### config.mk
export PLATFORM = sky130hd
export DESIGN_NAME = vector_seq_gen
export DESIGN_NICKNAME = d
export VERILOG_FILES = /design/src/rtl/vecseq_pkg.sv /design/src/rtl/vecseq_prog_ram.sv /design/src/rtl/vector_seq_gen.sv
export SDC_FILE = /design/constraint.sdc
export NUM_CORES = 1
export LEC_CHECK = 0
export ABC_AREA = 1
export CAP_MARGIN = 5
export CORE_MARGIN = 2
export CORE_UTILIZATION = 55
export CTS_BUF_LIST = sky130_fd_sc_hd__clkbuf_4 sky130_fd_sc_hd__clkbuf_8
export DETAILED_ROUTE_END_ITERATION = 16
export PLACE_DENSITY = 0.7
export SLEW_MARGIN = 25
export SYNTH_ARGS = -nofsm -noshare
export SYNTH_HDL_FRONTEND = slang
export SYNTH_HIERARCHICAL = 1
export SYNTH_SLANG_ARGS = --single-unit
### constraint.sdc
create_clock -name i_clk -period 3.2 [get_ports i_clk]
set_input_delay 0.32 -clock i_clk [delete_from_list [all_inputs] [get_ports i_clk]]
set_output_delay 0.32 -clock i_clk [all_outputs]
set_load 0.01 [all_outputs]
### src/rtl/vecseq_pkg.sv
// Shared opcode and state definitions for the programmable DAC waveform sequencer.
package vecseq_pkg;

    localparam int unsigned OP_W = 3;

    localparam logic [OP_W-1:0] OP_NOP  = 3'd0;
    localparam logic [OP_W-1:0] OP_HOLD = 3'd1;
    localparam logic [OP_W-1:0] OP_INCR = 3'd2;
    localparam logic [OP_W-1:0] OP_DECR = 3'd3;
    localparam logic [OP_W-1:0] OP_SET  = 3'd4;
    localparam logic [OP_W-1:0] OP_LOOP = 3'd5;
    localparam logic [OP_W-1:0] OP_HALT = 3'd6;

    typedef enum logic {
        StIdle = 1'b0,
        StRun  = 1'b1
    } state_e;

    // Opcodes whose duration is set by the parameter and tracked with the rep counter.
    function automatic logic is_multi_cycle(input logic [OP_W-1:0] op);
        return (op == OP_HOLD) || (op == OP_INCR) || (op == OP_DECR);
    endfunction

endpackage

### src/rtl/vecseq_prog_ram.sv
// Program store: synchronous write port, combinational read at the program counter, no reset.
module vecseq_prog_ram
    import vecseq_pkg::*;
#(
    parameter int unsigned PARAM_W = 8,
    parameter int unsigned DEPTH   = 8,
    parameter int unsigned AW      = $clog2(DEPTH)
) (
    input  logic               i_clk,
    input  logic               i_we,
    input  logic [AW-1:0]      i_waddr,
    input  logic [OP_W-1:0]    i_wop,
    input  logic [PARAM_W-1:0] i_wparam,
    input  logic [AW-1:0]      i_raddr,
    output logic [OP_W-1:0]    o_rop,
    output logic [PARAM_W-1:0] o_rparam
);

    logic [OP_W+PARAM_W-1:0] r_mem [DEPTH];
    logic [OP_W+PARAM_W-1:0] w_rdata;

    always_ff @(posedge i_clk) begin
        if (i_we) begin
            r_mem[i_waddr] <= {i_wop, i_wparam};
        end
    end

    assign w_rdata  = r_mem[i_raddr];
    assign o_rop    = w_rdata[OP_W+PARAM_W-1:PARAM_W];
    assign o_rparam = w_rdata[PARAM_W-1:0];

endmodule

### src/rtl/vector_seq_gen.sv
// Programmable single-channel DAC waveform sequencer, one instruction step per clock.
// Define VECSEQ_SAT_EN to make INCR/DECR saturate instead of wrapping.
module vector_seq_gen
    import vecseq_pkg::*;
#(
    parameter int unsigned DAC_W   = 8,
    parameter int unsigned PARAM_W = 8,
    parameter int unsigned DEPTH   = 8,
    localparam int unsigned AW     = $clog2(DEPTH)
) (
    input  logic               i_clk,
    input  logic               i_reset,
    input  logic               i_start,
    input  logic               i_prog_we,
    input  logic [AW-1:0]      i_prog_addr,
    input  logic [OP_W-1:0]    i_prog_op,
    input  logic [PARAM_W-1:0] i_prog_param,
    output logic               o_busy,
    output logic               o_done,
    output logic [DAC_W-1:0]   o_dac_out,
    output logic [AW-1:0]      o_pc_out
);

    state_e             r_state;
    logic               r_busy;
    logic               r_done;
    logic [DAC_W-1:0]   r_dac;
    logic [AW-1:0]      r_pc;
    logic [PARAM_W-1:0] r_rep;

    logic [OP_W-1:0]    w_op;
    logic [PARAM_W-1:0] w_param;
    logic               w_prog_we;
    logic               w_param_zero;
    logic               w_step_done;
    logic [AW-1:0]      w_pc_inc;
    logic [AW-1:0]      w_loop_pc;
    logic [DAC_W-1:0]   w_dac_inc;
    logic [DAC_W-1:0]   w_dac_dec;
    logic [DAC_W-1:0]   w_dac_set;

    // Writes are locked out while a program runs so the executing code cannot change under it.
    assign w_prog_we = i_prog_we && !r_busy;

    vecseq_prog_ram #(
        .PARAM_W (PARAM_W),
        .DEPTH   (DEPTH),
        .AW      (AW)
    ) u_prog_ram (
        .i_clk    (i_clk),
        .i_we     (w_prog_we),
        .i_waddr  (i_prog_addr),
        .i_wop    (i_prog_op),
        .i_wparam (i_prog_param),
        .i_raddr  (r_pc),
        .o_rop    (w_op),
        .o_rparam (w_param)
    );

    assign w_param_zero = (w_param == '0);
    // A zero count behaves as a single step, so it finishes on its first cycle.
    assign w_step_done  = w_param_zero || (r_rep == (w_param - PARAM_W'(1)));
    assign w_pc_inc     = r_pc + AW'(1);
    assign w_loop_pc    = AW'(w_param);
    assign w_dac_set    = DAC_W'(w_param);

`ifdef VECSEQ_SAT_EN
    assign w_dac_inc = (r_dac == {DAC_W{1'b1}}) ? r_dac : r_dac + DAC_W'(1);
    assign w_dac_dec = (r_dac == '0)            ? r_dac : r_dac - DAC_W'(1);
`else
    assign w_dac_inc = r_dac + DAC_W'(1);
    assign w_dac_dec = r_dac - DAC_W'(1);
`endif

    always_ff @(posedge i_clk) begin
        if (i_reset) begin
            r_state <= StIdle;
            r_busy  <= 1'b0;
            r_done  <= 1'b0;
            r_dac   <= '0;
            r_pc    <= '0;
            r_rep   <= '0;
        end else begin
            r_done <= 1'b0;
            case (r_state)
                StIdle: begin
                    if (i_start) begin
                        r_state <= StRun;
                        r_busy  <= 1'b1;
                        r_pc    <= '0;
                        r_rep   <= '0;
                    end
                end
                StRun: begin
                    if (is_multi_cycle(w_op)) begin
                        if (w_step_done) begin
                            r_pc  <= w_pc_inc;
                            r_rep <= '0;
                        end else begin
                            r_rep <= r_rep + PARAM_W'(1);
                        end
                    end
                    case (w_op)
                        OP_INCR: begin
                            if (!w_param_zero) begin
                                r_dac <= w_dac_inc;
                            end
                        end
                        OP_DECR: begin
                            if (!w_param_zero) begin
                                r_dac <= w_dac_dec;
                            end
                        end
                        OP_HOLD: begin
                        end
                        OP_SET: begin
                            r_dac <= w_dac_set;
                            r_pc  <= w_pc_inc;
                        end
                        OP_LOOP: begin
                            r_pc <= w_loop_pc;
                        end
                        OP_HALT: begin
                            r_state <= StIdle;
                            r_busy  <= 1'b0;
                            r_done  <= 1'b1;
                        end
                        default: begin
                            // NOP and the reserved opcode
                            r_pc <= w_pc_inc;
                        end
                    endcase
                end
                default: begin
                    r_state <= StIdle;
                    r_busy  <= 1'b0;
                end
            endcase
        end
    end

    assign o_busy    = r_busy;
    assign o_done    = r_done;
    assign o_dac_out = r_dac;
    assign o_pc_out  = r_pc;

endmodule

==> results.tsv, run 1 <==
metric	value	unit
status	finished, final reports clean	
finalHoldWorstSlack	507	ps
root_buffer	clkbuf_8	
ys_ff_latch	110	
slowest_delay	480	ps
ios	31	
clk_pin_slew	110	ps
synth_ff_type	edfxtp_1	
hold_depth	2	
vdd_drop_max	0.397	mV
start_util	0.572	
r2r_end	o_dac_out[6]$_SDFFE_PP0P_	
grt_max_degree	45	
reg2reg_depth	20	
drc	0	
numCtsBuffers	9	
final-hold-violation-count	0	
clkPwrFrac	0.233	
die_x	105	µm
wirelength	12.1	mm
netlist_instances	679	
worstPathArrival	3170	ps
n_fill_cell	816	
placed_cell_area	0.00610	mm²
ff2ff_setup_slack	280	ps
synth_top_area_share	0.468	
gp_congestion	0.843	
vias	4358	
critPathBufInv	3	
grt.total_usage	0.234	
setup_viol	0	
grt_pass1_vias	4101	
routed_via_density	5.10	
startpoint	o_pc_out[0]$_SDFFE_PP0P_	
nets	745	
synth.top_cells.by_area	edfxtp_1 (47%), nand2_1 (15%), inv_1 (8.4%), dfxtp_1 (7.8%), nand3_1 (5.9%)	
dpl_worst_slack	292	ps
firstDrtPassIters	5	
path_class	reg -> reg	
n_antenna_cell	0	
powerDensity	599	mW/mm²
path_cells	buf_6 > nand2_1 > nand3_1 > nand2_1 > nand2_1 > nand2_1 > inv_1 > nand3_1 > inv_2 > ha_1 > a21oi_1 > nand2_1 > nand2_1 > a21boi_0 > nor2_1 > nor2_1 > nor2_1 > nand2_1 > nand2_1 > a21oi_1	
grt_antenna_before_repair	0	
fmax	343	MHz
die_h	105	µm
fin_util	0.640	
clock_latency	390	ps
cp_common_cell	nand2_1	
synth_nets	707	
fin_setup_tns	0	ps
netlist_area	0.00565	mm²
cts_hold_buf	0	
rows	36	
cts_sinks	110	
whs_endpoint	o_dac_out[6]$_SDFFE_PP0P_	
finClkSkew	8.89	ps
comb_power_share	0.335	
synth_area_per_cell	8.32	µm²
die_area	0.0111	mm²
cp_max_fo	27	
cts_tree	yes	
dp_hpwl	8.20	mm
synth.distinct_cells	34	
maxSlewHeadroom	0.599	
finalWorstSetupSlack	283	ps
seq_area_frac_synth	0.546	
port-buffer-count	30	
cp.required	3450	ps
p_leak	2.90	nW
drv_cap	0	
dp_cells	839	
wl_per_cell	14.2	µm
htreeDepth	3	
intPower	2.40	mW
final_area	0.00632	mm²
yosysWarningCount	6	
p_seq_frac	0.432	
worstHoldStart	o_dac_out[6]$_SDFFE_PP0P_	
post-route-period-util	0.911	
crit_slowest_cell	dfxtp_1	
cp-end-kind	flop	
drive_above_1_share	0.0789	
area_growth	11.9	%
crit_family	simple AND/OR/NAND/NOR gates	
p_switching	1.38	mW
final_cells	855	
tightest_slew	599	ps
report.final.slew_viol_count	0	
timing.rr.start	o_pc_out[0]$_SDFFE_PP0P_	
cp-start-kind	flop	
hold_path_class	reg -> reg	
fin_crit	2920	ps
cts_max_path_buffers	2	
synth_edf_count	88	
switching_share	0.365	
grt-ovfl-total	0	
core_area	0.00986	mm²
netlist.top_cell.by_area	edfxtp_1	
total_power	3.78	mW
rsz0062_at_grt	false	
grt_pass1_wl	19.9	mm
async_flop_share	0	
dr.first_iter.drc_count	339	
ant_nets	0	
-- cells in the final DEF (no fill, tap or decap), types with 3 or more instances in the layout --
| cell | Yosys | layout |
|---|---|---|
| a31oi_1 | 3 | 3 |
| clkdlybuf4s50_1 | 0 | 30 |
| nand2_2 | 4 | 4 |
| nand3_1 | 67 | 67 |
| edfxtp_1 | 88 | 88 |
| nand2_1 | 231 | 231 |
| nor2_1 | 34 | 34 |
| xor2_1 | 8 | 8 |
| dfxtp_1 | 22 | 22 |
| a21oi_1 | 25 | 25 |
| inv_6 | 0 | 4 |
| clkbuf_8 | 0 | 9 |
| buf_4 | 3 | 12 |
| nor2_2 | 6 | 6 |
| ha_1 | 9 | 9 |
| o21ai_0 | 9 | 9 |
| inv_1 | 126 | 125 |
| inv_2 | 8 | 9 |
| o21ai_1 | 4 | 4 |
-- sequential cells by signal, indices dropped and copies added, names as in the netlist --
signal / cells
o_done: 1
r_rep: 8
o_dac_out: 8
o_busy: 1
u_prog_ram/r_mem: 88
r_state: 1
o_pc_out: 3
-- what timing repair did --
action	in CTS	in global routing
setup buffers	0	0
setup endpoints to repair	0	2
resized for setup	0	4
hold endpoints to repair	0	0
-- cells by family (layout without fill, tap and decap cells) --
| group | Yosys count | in the layout | share of synthesized area |
|---|---|---|---|
| buf+inv | 152 | 195 | 0.111 |
| flops | 110 | 110 | 0.546 |
| xor+xnor | 9 | 9 | 0.0140 |
| simple gates | 351 | 351 | 0.259 |
| compound gates | 47 | 47 | 0.0456 |
| fa+ha+maj | 10 | 10 | 0.0235 |
-- metal layers --
metal,global-route usage,vias up,share of wire
met1,0.282,2014,0.42
li1,-,2203,-
met5,0,-,0
met3,0.0513,26,0.049
met4,0.0838,0,0.023
met2,0.410,115,0.51
-- power groups by stage --
stage	sequential (mW)	clock [mW]	combinational, mW
final	1.63	0.880	1.27
after CTS	1.63	0.900	1.26
after detailed placement	1.67	0	1.25
after global placement	1.66	0	1.22
after floorplan	1.68	0	0.919
after global routing	1.64	0.958	1.44
-- worst register-to-register path: cells and delay by family (launching register included) --
family | cells | cell delay (ps)
adders and majority gates | 1 | 290
AOI/OAI and AO/OA | 3 | 270
buffers and inverters | 3 | 610
DFF | 1 | 480
and+or+nand+nor | 13 | 1120
-- final cells by class --
| type | instances | area [µm²] | area share |
|---|---|---|---|
| clock inverters | 7 | 83.8 | 0.0133 |
| multi-input cells | 417 | 1930 | 0.306 |
| clock buffers | 9 | 124 | 0.0196 |
| well taps | 133 | 166 | 0.0263 |
| repair buffers | 44 | 413 | 0.0654 |
| inverters | 135 | 512 | 0.0810 |
| flip-flops and latches | 110 | 3080 | 0.488 |
-- cell usage after synthesis, drive strengths merged (2+ instances only) --
library cell  instances
nand2               235
inv                 135
edfxtp               88
nand3                68
nor2                 40
a21oi                26
dfxtp                22
o21ai                15
buf                  14
ha                    9
xor2                  8
nor3                  4
a31oi                 3
clkbuf                3
nand4                 2
-- worst max path at each step --
stage | cells past startpoint | endpoint | slack [ps]
after global placement | 20 | o_dac_out[6]$_SDFFE_PP0P_ | 410
after floorplan | 22 | o_dac_out[6]$_SDFFE_PP0P_ | 640
final | 20 | o_dac_out[6]$_SDFFE_PP0P_ | 280
after CTS | 20 | o_dac_out[7]$_SDFFE_PP0P_ | 260
after detailed placement | 20 | o_dac_out[6]$_SDFFE_PP0P_ | 290
after global routing | 20 | o_dac_out[7]$_SDFFE_PP0P_ | 20
No activity file was read; power rests on OpenSTA's default activity.
==> run 2: changes to the inputs <==
--- a/config.mk
+++ b/config.mk
@@ -8,10 +8,10 @@
 export ABC_AREA = 1
 export CAP_MARGIN = 5
 export CORE_MARGIN = 2
-export CORE_UTILIZATION = 55
+export CORE_UTILIZATION = 62
 export CTS_BUF_LIST = sky130_fd_sc_hd__clkbuf_4 sky130_fd_sc_hd__clkbuf_8
 export DETAILED_ROUTE_END_ITERATION = 16
-export PLACE_DENSITY = 0.7
+export PLACE_DENSITY = 0.78
 export SLEW_MARGIN = 25
 export SYNTH_ARGS = -nofsm -noshare
 export SYNTH_HDL_FRONTEND = slang
==> run 2 against run 1 <==
Critical endpoint unchanged. Global-route usage up 1.8 points. Clock skew grew 1.2 ps. Die area down 11%. Critical path depth down 1. Setup slack gained 120 ps. Via count fell by 0.50%. Worst hold slack improved by 2.0 ps. Sequential share of layout area increased by 0.50 points. Clock-buffer cell count stayed put. Cell area fell by 0.97%.
==> results.tsv, run 2 (synthesis results as in run 1) <==
metric	value	unit	change
die_x	99.4	µm	-5.6%
regArea	0.00308	mm²	about the same
tightest_slew	556	ps	-44.0 ps
start_util	0.644		+0.0719
top_register	u_prog_ram/r_mem		
worstHoldStart	r_rep[4]$_SDFFE_PP0P_		
report.final.slew_viol_count	0		unchanged
post-route-period-util	0.874		-0.0369
fin_crit	2800	ps	-118 ps
htreeDepth	3		unchanged
finalWorstSetupSlack	402	ps	+118 ps
drc	0		unchanged
comb_power_share	0.348		+0.013
grt.total_usage	0.252		+0.0182
status	finished, final reports clean		
timing.rr.start	o_pc_out[1]$_SDFFE_PP0P_		
gp_congestion	0.860		+2.0%
finClkSkew	10.1	ps	+1.18 ps
path_class	reg -> reg		
cts_hold_buf	0		unchanged
reg2reg_depth	19		-5.0%
multi_input_area	0.00193	mm²	unchanged
largest_reg_flops	88		unchanged
ios	31		unchanged
grtUsageMet1	0.315		+0.0327
ant_nets	0		unchanged
final-hold-violation-count	0		unchanged
switching_share	0.366		+0.00117
grt_pass1_wl	19.2	mm	-3.4%
area_growth	10.8	%	
dpl_worst_slack	327	ps	+34.7 ps
layout_commonest_cell	nand2_1		
fin_util	0.714		+0.0735
intPower	2.31	mW	-3.7%
powerDensity	584	mW/mm²	-2.5%
cts_sinks	110		unchanged
n_fill_cell	699		-14%
die_area	0.00989	mm²	-11%
vdd_drop_max	0.321	mV	-19%
grt-ovfl-total	0		unchanged
r2r_end	o_dac_out[6]$_SDFFE_PP0P_		
p_switching	1.34	mW	-3.2%
setup_viol	0		unchanged
core_area	0.00876	mm²	-11%
port-buffer-count	30		unchanged
numCtsBuffers	9		unchanged
hold_depth	2		unchanged
wirelength	11.7	mm	-4.0%
grt_max_degree	45		unchanged
grtUsageMet2	0.441		+0.0316
die_h	99.4	µm	-5.6%
maxSlewHeadroom	0.627		+0.0277
nets	746		+0.13%
dp_hpwl	8.07	mm	-1.6%
cp-start-kind	flop		
cp_max_fo	10		-63%
vias	4336		-0.50%
grt_antenna_before_repair	0		unchanged
layout_common_cells	nand2_1 (231), inv_1 (125), edfxtp_1 (88)		
post_cts_buffers	0		unchanged
cp.required	3430	ps	-20 ps
p_leak	2.88	nW	-0.68%
clkPwrFrac	0.203		-0.030
rows	34		-5.6%
final_area	0.00625	mm²	-0.97%
clock_latency	360	ps	-30 ps
drive_above_1_share	0.0791		+0.000109
finalHoldWorstSlack	509	ps	+2.02 ps
cts_tree	yes		
grtUsageMet3	0.0513		about the same
drv_cap	0		unchanged
whs_endpoint	r_rep[4]$_SDFFE_PP0P_		
rsz0062_at_grt	false		
root_buffer	clkbuf_8		
placed_cell_area	0.00607	mm²	-0.39%
total_power	3.65	mW	-3.5%
fmax	357	MHz	+4.2%
grt_pass1_vias	4016		-2.1%
dp_cells	815		-2.9%
ff2ff_setup_slack	400	ps	+120 ps
dr.first_iter.drc_count	239		-29%
cp-end-kind	flop		
hold_path_class	reg -> reg		
routed_via_density	5.23		+2.6%
wl_per_cell	14.1	µm	-0.95%
cts_max_path_buffers	2		unchanged
busiest_layer	met2		
n_antenna_cell	0		unchanged
fin_setup_tns	0	ps	unchanged
post_cts_resized	0		unchanged
firstDrtPassIters	5		unchanged
worstPathArrival	3030	ps	-140 ps
final_cells	829		-3.0%
clk_pin_slew	100	ps	about the same
p_seq_frac	0.448		+0.016
[run 2: cell types whose count changed in the layout (fill, tap and decap cells not counted), sizes merged]
cell	before	now
buf	14	15
bufinv	1	0
clkinv	1	2
clkinvlp	0	1
inv	140	137
[run 2: final cells by class]
type | count | area share
inverters | 135 | 0.0818
multi-input cells | 417 | 0.309
clock inverters | 5 | 0.00720
flip-flops and latches | 110 | 0.493
repair buffers | 45 | 0.0672
well taps | 108 | 0.0216
clock buffers | 9 | 0.0198
[run 2: power by group through the flow]
stage / clock network, mW / registers, mW / logic (mW)
after floorplan: 0 / 1.68 / 0.919
after global placement: 0 / 1.66 / 1.21
after detailed placement: 0 / 1.67 / 1.25
after CTS: 0.757 / 1.63 / 1.26
after global routing: 0.809 / 1.64 / 1.44
final: 0.742 / 1.64 / 1.27
[run 2: worst max path at each step]
stage	startpoint	to	slack [ps]	cells past startpoint
2_1_floorplan	o_pc_out[0]$_SDFFE_PP0P_	o_dac_out[6]$_SDFFE_PP0P_	640	22
3_5_place_dp	o_pc_out[0]$_SDFFE_PP0P_	o_dac_out[6]$_SDFFE_PP0P_	330	20
3_3_place_gp	o_pc_out[0]$_SDFFE_PP0P_	o_dac_out[6]$_SDFFE_PP0P_	460	20
5_1_grt	o_pc_out[1]$_SDFFE_PP0P_	o_dac_out[6]$_SDFFE_PP0P_	40	19
6_report	o_pc_out[1]$_SDFFE_PP0P_	o_dac_out[6]$_SDFFE_PP0P_	400	19
4_1_cts	o_pc_out[0]$_SDFFE_PP0P_	o_dac_out[6]$_SDFFE_PP0P_	270	20
[run 2: worst max-delay path, cell delays in order, from the launching register on]
cell      delay [ps]
dfxtp_1          330
inv_1            280
buf_4            220
nand3_1           80
nand2_1           60
nand2_1           40
nand2_1          190
nand3_1          200
inv_2            170
ha_1             290
a21oi_1          150
nand2_1           90
nand2_1           60
a21boi_0          80
nor2_1           130
nor2_1            50
nor2_1            80
nand2_1           50
nand2_1           50
a21oi_1           60
[run 2: per-layer routing]
layer | share of wire | wire length [µm]
met5 | 0 | 0
met4 | 0.020 | 236
met3 | 0.058 | 681
met2 | 0.52 | 6040
met1 | 0.40 | 4710
